--- src/rtl/ex_muldiv_pkg.sv ---
// rtl/ex_muldiv_pkg.sv - opcodes, FSM state and opcode class helpers for the EX mul/div unit
package ex_muldiv_pkg;

    localparam logic [7:0] OP_MULT  = 8'b0001_1000;
    localparam logic [7:0] OP_MULTU = 8'b0001_1001;
    localparam logic [7:0] OP_DIV   = 8'b0001_1010;
    localparam logic [7:0] OP_DIVU  = 8'b0001_1011;
    localparam logic [7:0] OP_MADD  = 8'b1010_0110;
    localparam logic [7:0] OP_MADDU = 8'b1010_1000;
    localparam logic [7:0] OP_MSUB  = 8'b1010_1010;
    localparam logic [7:0] OP_MSUBU = 8'b1010_1011;

    typedef enum logic [1:0] {
        ST_IDLE,
        ST_MUL,
        ST_DIV,
        ST_DONE
    } md_state_e;

    function automatic logic is_mul(input logic [7:0] op);
        return op inside {OP_MULT, OP_MULTU, OP_MADD, OP_MADDU, OP_MSUB, OP_MSUBU};
    endfunction

    function automatic logic is_div(input logic [7:0] op);
        return op inside {OP_DIV, OP_DIVU};
    endfunction

    function automatic logic is_signed(input logic [7:0] op);
        return op inside {OP_MULT, OP_DIV, OP_MADD, OP_MSUB};
    endfunction

    function automatic logic is_acc(input logic [7:0] op);
        return op inside {OP_MADD, OP_MADDU, OP_MSUB, OP_MSUBU};
    endfunction

    function automatic logic is_sub(input logic [7:0] op);
        return op inside {OP_MSUB, OP_MSUBU};
    endfunction

endpackage

--- src/rtl/ex_muldiv_if.sv ---
// rtl/ex_muldiv_if.sv - EX-stage request/result bundle between the pipeline and the mul/div unit
interface ex_muldiv_if #(parameter int XLEN = 32) ();

    logic            start;
    logic [7:0]      alu_op;
    logic [XLEN-1:0] src_data1;
    logic [XLEN-1:0] src_data2;
    logic [XLEN-1:0] hi_in;
    logic [XLEN-1:0] lo_in;
    logic            flush;
    logic            stall_req;
    logic            hilo_wr_en;
    logic [XLEN-1:0] hi_data;
    logic [XLEN-1:0] lo_data;
    logic            div_by_zero;

    modport master (
        output start, alu_op, src_data1, src_data2, hi_in, lo_in, flush,
        input  stall_req, hilo_wr_en, hi_data, lo_data, div_by_zero
    );

    modport slave (
        input  start, alu_op, src_data1, src_data2, hi_in, lo_in, flush,
        output stall_req, hilo_wr_en, hi_data, lo_data, div_by_zero
    );

endinterface

--- src/rtl/div_iter.sv ---
// rtl/div_iter.sv - unsigned radix-2 restoring divider, one quotient bit per cycle
// Sign handling is done by the caller; quot_o/rem_o are the values after the current step.
module div_iter #(
    parameter int XLEN = 32
) (
    input  logic            clk,
    input  logic            reset,
    input  logic            kill_i,
    input  logic            start_i,
    input  logic [XLEN-1:0] dividend_i,
    input  logic [XLEN-1:0] divisor_i,
    output logic            busy_o,
    output logic            done_o,
    output logic [XLEN-1:0] quot_o,
    output logic [XLEN-1:0] rem_o
);

    localparam int CW = $clog2(XLEN);

    logic            busy_q;
    logic [CW-1:0]   cnt_q;
    logic [XLEN-1:0] quot_q, rem_q, dvs_q;
    logic [XLEN:0]   shifted, diff;
    logic            ge;
    logic [XLEN-1:0] quot_d, rem_d;

    // Quotient bits shift out of quot_q into the partial remainder as new bits shift in.
    assign shifted = {rem_q, quot_q[XLEN-1]};
    assign diff    = shifted - {1'b0, dvs_q};
    assign ge      = ~diff[XLEN];
    assign rem_d   = ge ? diff[XLEN-1:0] : shifted[XLEN-1:0];
    assign quot_d  = {quot_q[XLEN-2:0], ge};

    assign busy_o  = busy_q;
    assign done_o  = busy_q && (cnt_q == CW'(XLEN-1));
    assign quot_o  = quot_d;
    assign rem_o   = rem_d;

    always_ff @(posedge clk) begin
        if (reset) begin
            busy_q <= 1'b0;
            cnt_q  <= '0;
            quot_q <= '0;
            rem_q  <= '0;
            dvs_q  <= '0;
        end else if (kill_i) begin
            busy_q <= 1'b0;
            cnt_q  <= '0;
        end else if (start_i) begin
            busy_q <= 1'b1;
            cnt_q  <= '0;
            quot_q <= dividend_i;
            rem_q  <= '0;
            dvs_q  <= divisor_i;
        end else if (busy_q) begin
            quot_q <= quot_d;
            rem_q  <= rem_d;
            if (done_o) begin
                busy_q <= 1'b0;
            end else begin
                cnt_q <= cnt_q + CW'(1);
            end
        end
    end

endmodule

--- src/rtl/ex_muldiv_unit.sv ---
// rtl/ex_muldiv_unit.sv - multi-cycle HI/LO multiply, multiply-accumulate and divide engine for EX
module ex_muldiv_unit
    import ex_muldiv_pkg::*;
#(
    parameter int XLEN       = 32,
    parameter int MUL_CYCLES = 2
) (
    input  logic        clk,
    input  logic        reset,
    ex_muldiv_if.slave  bus
);

    localparam int MCW = (MUL_CYCLES > 1) ? $clog2(MUL_CYCLES) : 1;

    md_state_e         state_q;
    logic [7:0]        op_q;
    logic [XLEN-1:0]   src1_q;
    logic              neg_quot_q, neg_rem_q;
    logic [2*XLEN-1:0] acc_q;
    logic [2*XLEN-1:0] pipe_q [MUL_CYCLES];
    logic [MCW-1:0]    cnt_q;
    logic              wr_q, dbz_q;
    logic [XLEN-1:0]   hi_q, lo_q;

    logic              accept, sgn, a_neg, b_neg, div_start;
    logic [XLEN-1:0]   mag_a, mag_b;
    logic [2*XLEN-1:0] ext_a, ext_b, prod, mul_res;
    logic              div_busy, div_done;
    logic [XLEN-1:0]   div_quot, div_rem, quot_fix, rem_fix;

    assign accept = (state_q == ST_IDLE) && bus.start && !bus.flush &&
                    (is_mul(bus.alu_op) || is_div(bus.alu_op));

    assign sgn   = is_signed(bus.alu_op);
    assign a_neg = sgn && bus.src_data1[XLEN-1];
    assign b_neg = sgn && bus.src_data2[XLEN-1];
    assign mag_a = a_neg ? -bus.src_data1 : bus.src_data1;
    assign mag_b = b_neg ? -bus.src_data2 : bus.src_data2;

    // A zero divisor never starts the core, so an idle core in DIV marks divide-by-zero.
    assign div_start = accept && is_div(bus.alu_op) && (bus.src_data2 != '0);

    assign ext_a = {{XLEN{a_neg}}, bus.src_data1};
    assign ext_b = {{XLEN{b_neg}}, bus.src_data2};
    assign prod  = ext_a * ext_b;

    assign mul_res = !is_acc(op_q) ? pipe_q[MUL_CYCLES-1] :
                     is_sub(op_q)  ? acc_q - pipe_q[MUL_CYCLES-1] :
                                     acc_q + pipe_q[MUL_CYCLES-1];

    assign quot_fix = neg_quot_q ? -div_quot : div_quot;
    assign rem_fix  = neg_rem_q  ? -div_rem  : div_rem;

    div_iter #(.XLEN(XLEN)) u_div_iter (
        .clk        (clk),
        .reset      (reset),
        .kill_i     (bus.flush),
        .start_i    (div_start),
        .dividend_i (mag_a),
        .divisor_i  (mag_b),
        .busy_o     (div_busy),
        .done_o     (div_done),
        .quot_o     (div_quot),
        .rem_o      (div_rem)
    );

    always_ff @(posedge clk) begin
        if (reset) begin
            state_q    <= ST_IDLE;
            op_q       <= '0;
            src1_q     <= '0;
            neg_quot_q <= 1'b0;
            neg_rem_q  <= 1'b0;
            acc_q      <= '0;
            cnt_q      <= '0;
            wr_q       <= 1'b0;
            dbz_q      <= 1'b0;
            hi_q       <= '0;
            lo_q       <= '0;
            for (int k = 0; k < MUL_CYCLES; k++) pipe_q[k] <= '0;
        end else begin
            wr_q  <= 1'b0;
            dbz_q <= 1'b0;
            hi_q  <= '0;
            lo_q  <= '0;
            if (bus.flush) begin
                state_q <= ST_IDLE;
            end else begin
                case (state_q)
                    ST_IDLE: if (accept) begin
                        op_q       <= bus.alu_op;
                        src1_q     <= bus.src_data1;
                        neg_quot_q <= a_neg ^ b_neg;
                        neg_rem_q  <= a_neg;
                        acc_q      <= {bus.hi_in, bus.lo_in};
                        pipe_q[0]  <= prod;
                        cnt_q      <= '0;
                        state_q    <= is_div(bus.alu_op) ? ST_DIV : ST_MUL;
                    end
                    ST_MUL: if (cnt_q == MCW'(MUL_CYCLES-1)) begin
                        state_q      <= ST_DONE;
                        wr_q         <= 1'b1;
                        {hi_q, lo_q} <= mul_res;
                    end else begin
                        cnt_q <= cnt_q + MCW'(1);
                        for (int k = MUL_CYCLES-1; k > 0; k--) pipe_q[k] <= pipe_q[k-1];
                    end
                    ST_DIV: if (!div_busy) begin
                        state_q <= ST_DONE;
                        wr_q    <= 1'b1;
                        dbz_q   <= 1'b1;
                        hi_q    <= src1_q;
                        lo_q    <= '1;
                    end else if (div_done) begin
                        state_q <= ST_DONE;
                        wr_q    <= 1'b1;
                        hi_q    <= rem_fix;
                        lo_q    <= quot_fix;
                    end
                    default: state_q <= ST_IDLE;
                endcase
            end
        end
    end

    assign bus.stall_req   = !bus.flush && (accept || state_q == ST_MUL || state_q == ST_DIV);
    assign bus.hilo_wr_en  = wr_q;
    assign bus.hi_data     = hi_q;
    assign bus.lo_data     = lo_q;
    assign bus.div_by_zero = dbz_q;

endmodule

--- src/flat_wrapper.sv ---
// flat-port wrapper written by rule: the top's interface ports become plain ports
module ex_muldiv_unit_flat import ex_muldiv_pkg::*;
#(
    parameter int XLEN       = 32,
    parameter int MUL_CYCLES = 2
)
  (clk, reset, bus_start, bus_alu_op, bus_src_data1, bus_src_data2, bus_hi_in, bus_lo_in, bus_flush, bus_stall_req, bus_hilo_wr_en, bus_hi_data, bus_lo_data, bus_div_by_zero);
  ex_muldiv_if #(.XLEN(XLEN)) bus_i ();
  input  logic clk;
  input  logic reset;
  input wire logic [$bits(bus_i.start)-1:0] bus_start;
  input wire logic [$bits(bus_i.alu_op)-1:0] bus_alu_op;
  input wire logic [$bits(bus_i.src_data1)-1:0] bus_src_data1;
  input wire logic [$bits(bus_i.src_data2)-1:0] bus_src_data2;
  input wire logic [$bits(bus_i.hi_in)-1:0] bus_hi_in;
  input wire logic [$bits(bus_i.lo_in)-1:0] bus_lo_in;
  input wire logic [$bits(bus_i.flush)-1:0] bus_flush;
  output wire logic [$bits(bus_i.stall_req)-1:0] bus_stall_req;
  output wire logic [$bits(bus_i.hilo_wr_en)-1:0] bus_hilo_wr_en;
  output wire logic [$bits(bus_i.hi_data)-1:0] bus_hi_data;
  output wire logic [$bits(bus_i.lo_data)-1:0] bus_lo_data;
  output wire logic [$bits(bus_i.div_by_zero)-1:0] bus_div_by_zero;
  assign bus_i.start = bus_start;
  assign bus_i.alu_op = bus_alu_op;
  assign bus_i.src_data1 = bus_src_data1;
  assign bus_i.src_data2 = bus_src_data2;
  assign bus_i.hi_in = bus_hi_in;
  assign bus_i.lo_in = bus_lo_in;
  assign bus_i.flush = bus_flush;
  assign bus_stall_req = bus_i.stall_req;
  assign bus_hilo_wr_en = bus_i.hilo_wr_en;
  assign bus_hi_data = bus_i.hi_data;
  assign bus_lo_data = bus_i.lo_data;
  assign bus_div_by_zero = bus_i.div_by_zero;
  ex_muldiv_unit #(.XLEN(XLEN), .MUL_CYCLES(MUL_CYCLES)) u_core (.clk(clk), .reset(reset), .bus(bus_i));
endmodule
--- config.mk ---
export PLATFORM = sky130hd
export DESIGN_NAME = ex_muldiv_unit_flat
export DESIGN_NICKNAME = d
export VERILOG_FILES = /design/src/rtl/ex_muldiv_pkg.sv /design/src/rtl/ex_muldiv_if.sv /design/src/rtl/div_iter.sv /design/src/rtl/ex_muldiv_unit.sv /design/src/flat_wrapper.sv
export SDC_FILE = /design/constraint.sdc
export NUM_CORES = 2
export LEC_CHECK = 0
export CAP_MARGIN = 20
export CORE_MARGIN = 5
export CORE_UTILIZATION = 35
export CTS_CLUSTER_SIZE = 40
export DETAILED_ROUTE_END_ITERATION = 7
export GPL_TIMING_DRIVEN = 0
export SLEW_MARGIN = 20
export SYNTH_ARGS = -nofsm -noshare
export SYNTH_HDL_FRONTEND = slang
export SYNTH_SLANG_ARGS = --single-unit
--- constraint.sdc ---
create_clock -name clk -period 10.1 [get_ports clk]
set_input_delay 1.515 -clock clk [delete_from_list [all_inputs] [get_ports clk]]
set_output_delay 1.515 -clock clk [all_outputs]
set_load 0.01 [all_outputs]
# Word-level counts from Yosys, hierarchy flattened
# Memory sizes are Yosys's and may differ from the RTL's.
# Cells that the tools add are included.
# word_totals
ff_bits	277
mem_bits_rw	128
in_bits	140
output_inout_bits	67
elab_cells	133
mem_count	1
# classes
n_addsub	9
n_mul	1
n_eq_ne	18
n_mux	50
n_bitwise	7
n_reduce_logical	31
# memory_table
name	depth	width	read_ports	rd_clocked_by_memory_dff	wr	line_no	rtl
u_core.pipe_q	2	64	2	0	2	ex_muldiv_unit.sv:20	logic [2*XLEN-1:0] pipe_q [MUL_CYCLES];
# ops
cell	n
$mux 32	15
$mux 64	4
$neg 32->32	4
$pmux 32 s2	2
$add 64x64->64	1
$eq 8x8->1 const B	8
$mul 33x33->64	1
$sub 64x64->64	1
$sub 33x32->33	1
$eq 8x5->1 const B	4
$reduce_bool 32->1	1
$mux 1	21
$mux 2	5
$logic_and 1x1->1	9
$reduce_and 3->1	3
$reduce_bool 2->1	4
$reduce_bool 4->1	2
$pmux 2 s3	1
$reduce_and 2->1	3
$reduce_bool 6->1	1
$reduce_or 3->1	2
$add 5x1->5 const B	1
$eq 5x5->1 const B	1
$ne 2x1->1 const B	2
12 further kinds	19

# Depth between registers and ports, before layout
# depth
word_depth	10
ltp_mapped	37

# Cells and area by module
# Synthesis repeated with hierarchy kept, for this count alone.
# unflattened
hier_cells	7258
area_unflattened_um2	63054.2
# by_module_without_submodules
module	n_inst	cells_per_inst	area_per_inst_um2
ex_muldiv_unit	1	6488	56908.3
div_iter	1	770	6145.9

# Least setup slack after synthesis
# Ideal clock, no wire load.
# synth_timing
path_kind	input to register
start	input bus_alu_op[4]
end	memory u_core.pipe_q[0][59] (netlist bit), data pin
setup_time_ns	0.130
t_arrival_ns	10.304
setup_slack_ns	-0.334
stages	29
n_path_buf	3
path_cell_list	nor4bb_1 -> o211ai_1 -> a21oi_1 -> and2_1 -> clkbuf_1 -> clkbuf_1 -> buf_1 -> nand2_1 -> inv_1 -> fa_1 -> fa_1 -> fa_1 -> inv_1 -> fa_1 -> fa_1 -> fa_1 -> fa_1 -> fa_1 -> inv_1 -> ha_1 -> inv_1 -> nor3_1 -> a21oi_1 -> o21ai_0 -> a221o_1 -> o41ai_2 -> o21ai_1 -> a2111oi_0 -> a211o_1
# synth_lines
item	line_no	rtl
start: declaration	flat_wrapper.sv:12	input wire logic [$bits(bus_i.alu_op)-1:0] bus_alu_op;
end: declaration	ex_muldiv_unit.sv:20	

==> flow_summary.toml <==
[logic_synthesis]
yosysTopAreaCellShare_pct = 35.9
synth.area.top_cells = "fa_1, dfxtp_1, nand2_1"
synth_warnings = 0
synthArstFlopShare_pct = 0
synth_largest_area_cell = "fa_1"
ys.flop_type = "dfxtp_1"
synth-seq-area-share_pct = 14.9
netlist_area_sq_um = 62900
synth.ff_latch_count = 405
synthCells = 7334
syn_nets = 8919
synth-edff-count = 128
syn_area_per_cell_sq_um = 8.57
synth.lib_cells_used.distinct = 87

[floorplan]
start_util_pct = 35.2
die_x_um = 434
die_h_um = 434
coreArea_sq_um = 179000
dieArea_sq_um = 188000
num_rows = 155
io-pin-count = 207

[grt]
grt_pass1_vias = 54500
grt_max_degree = 57
track_usage_pct = 26.2
grt_antenna_before_repair = 30
overflow = 0
grt_pass1_wl_um = 363000

[route]
ant_nets = 0
wl_per_cell_um = 25.0
drt_wl_total_um = 249000
dr.first_iter.drc_count = 5093
vias = 53400
via_per_inst = 5.35
first_pass_iters = 8
post-route-drc-count = 9

[place]
hpwl_um = 209000
dp_slack_ns = -3.66
io_buffer_count = 155
place.gp.congestion = 1.00

[cts]
max-clock-path-buffers = 3
cts.htree.levels = 2
clk_latency_ns = 0.61
hold_buffers = 0
cts_tree = "built"
clk_pin_slew_ns = 0.06
cts.sinks = 405
tritoncts.num_buffers = 45
cts_root_buffer = "clkbuf_16"

[sta]
hold_viol_final = 0
finalSetupViolCount = 0
finalWorstSetupSlack_ns = 0.0143
clock_skew_ns = 0.0387
drv_slew = 0
finalCriticalPeriod_ns = 10.09
period_share_pct = 99.9
relSlewSlack_pct = 20.2
tightest_slew_ns = 1.20
max_freq_mhz = 99.2

[status]
outcome = "complete, but fails checks"
violations = "design-rule violations"

[setup_path]
slowest_stage = "xor2_1"
critPathRequiredTime_ns = 10.38
critPathMostFrequentCell = "fa_1"
path_class = "input pin to flip-flop"
cp_data_arrival_time_ns = 10.37
cpLargestDelayFamily = "adder cells"
crit_path_max_incr_delay_ns = 0.62
cp_max_fo = 10
start_kind = "input pin"
end_kind = "flip-flop"
worst-path-buf-inv = 4

[flow_run]
maxCapViolCount = 0

[final_layout]
layout.nets = 9164
drive_above_1_share_pct = 5.11
synthToLayoutAreaGrowth_pct = 11.8

[worst_hold_path]
hp-class = "flip-flop to flip-flop"
[cells in the final DEF (no fill, tap or decap), types with 119 or more instances in the layout]
cell type and count:
nand2_1 1315, inv_1 1196, fa_1 1115, and2_1 380, a21oi_1 372, nor2_1 347
ha_1 305, dfxtp_1 277, clkbuf_1 267, o21ai_0 205, xnor2_1 202, clkdlybuf4s50_1 140
edfxtp_1 128, xor2_1 119
[final timing paths]
path                             start                      to  slack, ns  depth (start not counted)
hold / removal          u_core.op_q[6]          u_core.op_q[6]       0.44                          2
setup / recovery      bus_src_data1[6]    u_core.pipe_q[0][35]       0.01                         26
hold reg to reg         u_core.op_q[6]          u_core.op_q[6]       0.44                          2
setup reg to reg  u_core.pipe_q[0][79]  u_core.bus.hi_data[31]       3.01                         22
[registers in the layout (all words and copies together) (netlist names)]
name,cells
u_core.bus.hi_data,32
u_core.op_q,8
u_core.u_div_iter.rem_q,32
u_core.u_div_iter.quot_q,32
u_core.cnt_q,1
u_core.bus.lo_data,32
u_core.neg_rem_q,1
u_core.u_div_iter.dvs_q,32
u_core.u_div_iter.busy_o,1
u_core.u_div_iter.cnt_q,5
u_core.src1_q,32
u_core.neg_quot_q,1
u_core.state_q,2
u_core.bus.hilo_wr_en,1
u_core.bus.div_by_zero,1
u_core.pipe_q,128
u_core.acc_q,64
[tightest hold or removal path: cells and delay by family, from the launching register on]
family / cells / cell delay (ns)
buffers and inverters: 1 / 0.05
DFF: 1 / 0.31
and+or+nand+nor: 1 / 0.03
[per-layer routing]
metal / share of wire, % / wire length, um / track usage (%) / vias to the layer above
met4: 7.6 / 19000 / 16.6 / 6
met3: 8.1 / 20300 / 4.31 / 599
met2: 45 / 113000 / 41.9 / 2474
met5: 0.016 / 39 / 0 / -
met1: 39 / 96900 / 33.0 / 26900
li1: - / - / - / 23400
[repair_timing]
| item | CTS | global route |
|---|---|---|
| resized for setup | 179 | 175 |
| setup endpoints to repair | 37 | 26 |
| pin swaps | 16 | 40 |
| cloned | 0 | 2 |
| setup buffers | 16 | 25 |
[cells in the mapped netlist (all sizes together) (17+ instances only)]
library cell and number:
nor2 348, nor3 56, xnor2 203, fa 1127, a222oi 23, mux2i 29, nor4 34, nand2b 37
or4 17, a221oi 37, buf 89, and3 44, a21oi 382, o31ai 36, nand2 1320, o21bai 23
a21o 87, edfxtp 128, or3 26, a211oi 38, dfxtp 277, clkbuf 366, nor2b 28, nand3 76
o21ai 221, nand4 28, inv 1208, o41ai 20, and2 382, xor2 119, o21a 20, ha 318
a31oi 34
[cell type report]
class	count	area (sq um)
clock buffers	62	1290
well taps	2355	2950
plain buffers	449	2080
fillers	18000	108000
inverters	1208	4540
flip-flops and latches	405	9390
multi-input cells	5266	47700
diodes	17	42.5
repair buffers	204	2050
clock inverters	17	249
[stage by stage]
stage	std cells	setup TNS (ns)	area, sq um	hold WS [ns]	util, %
4_1_cts	9941	0	69800	0.434	39.1
6_report	9983	0	70300	0.435	39.3
3_5_place_dp	9849	-96.37	67500	0.426	37.8
5_1_grt	9974	-0.0102	70300	0.452	39.3
3_3_place_gp	9844	-98.26	67400	0.424	37.7
2_1_floorplan	7334	0	62900	0.408	-
[logic make-up after synthesis]
logic type	synth area share (%)
multiplexers	0.462
AND/OR/NAND/NOR	17.6
adder cells (fa/ha/maj)	42.2
buffers and inverters	9.96
flip-flops	14.9
AO/OA/AOI/OAI	10.3
XOR/XNOR	4.50
Power is left out: the tool's default activity adds up to more than one toggle a clock period on the data nets, which glitch-free logic cannot reach.
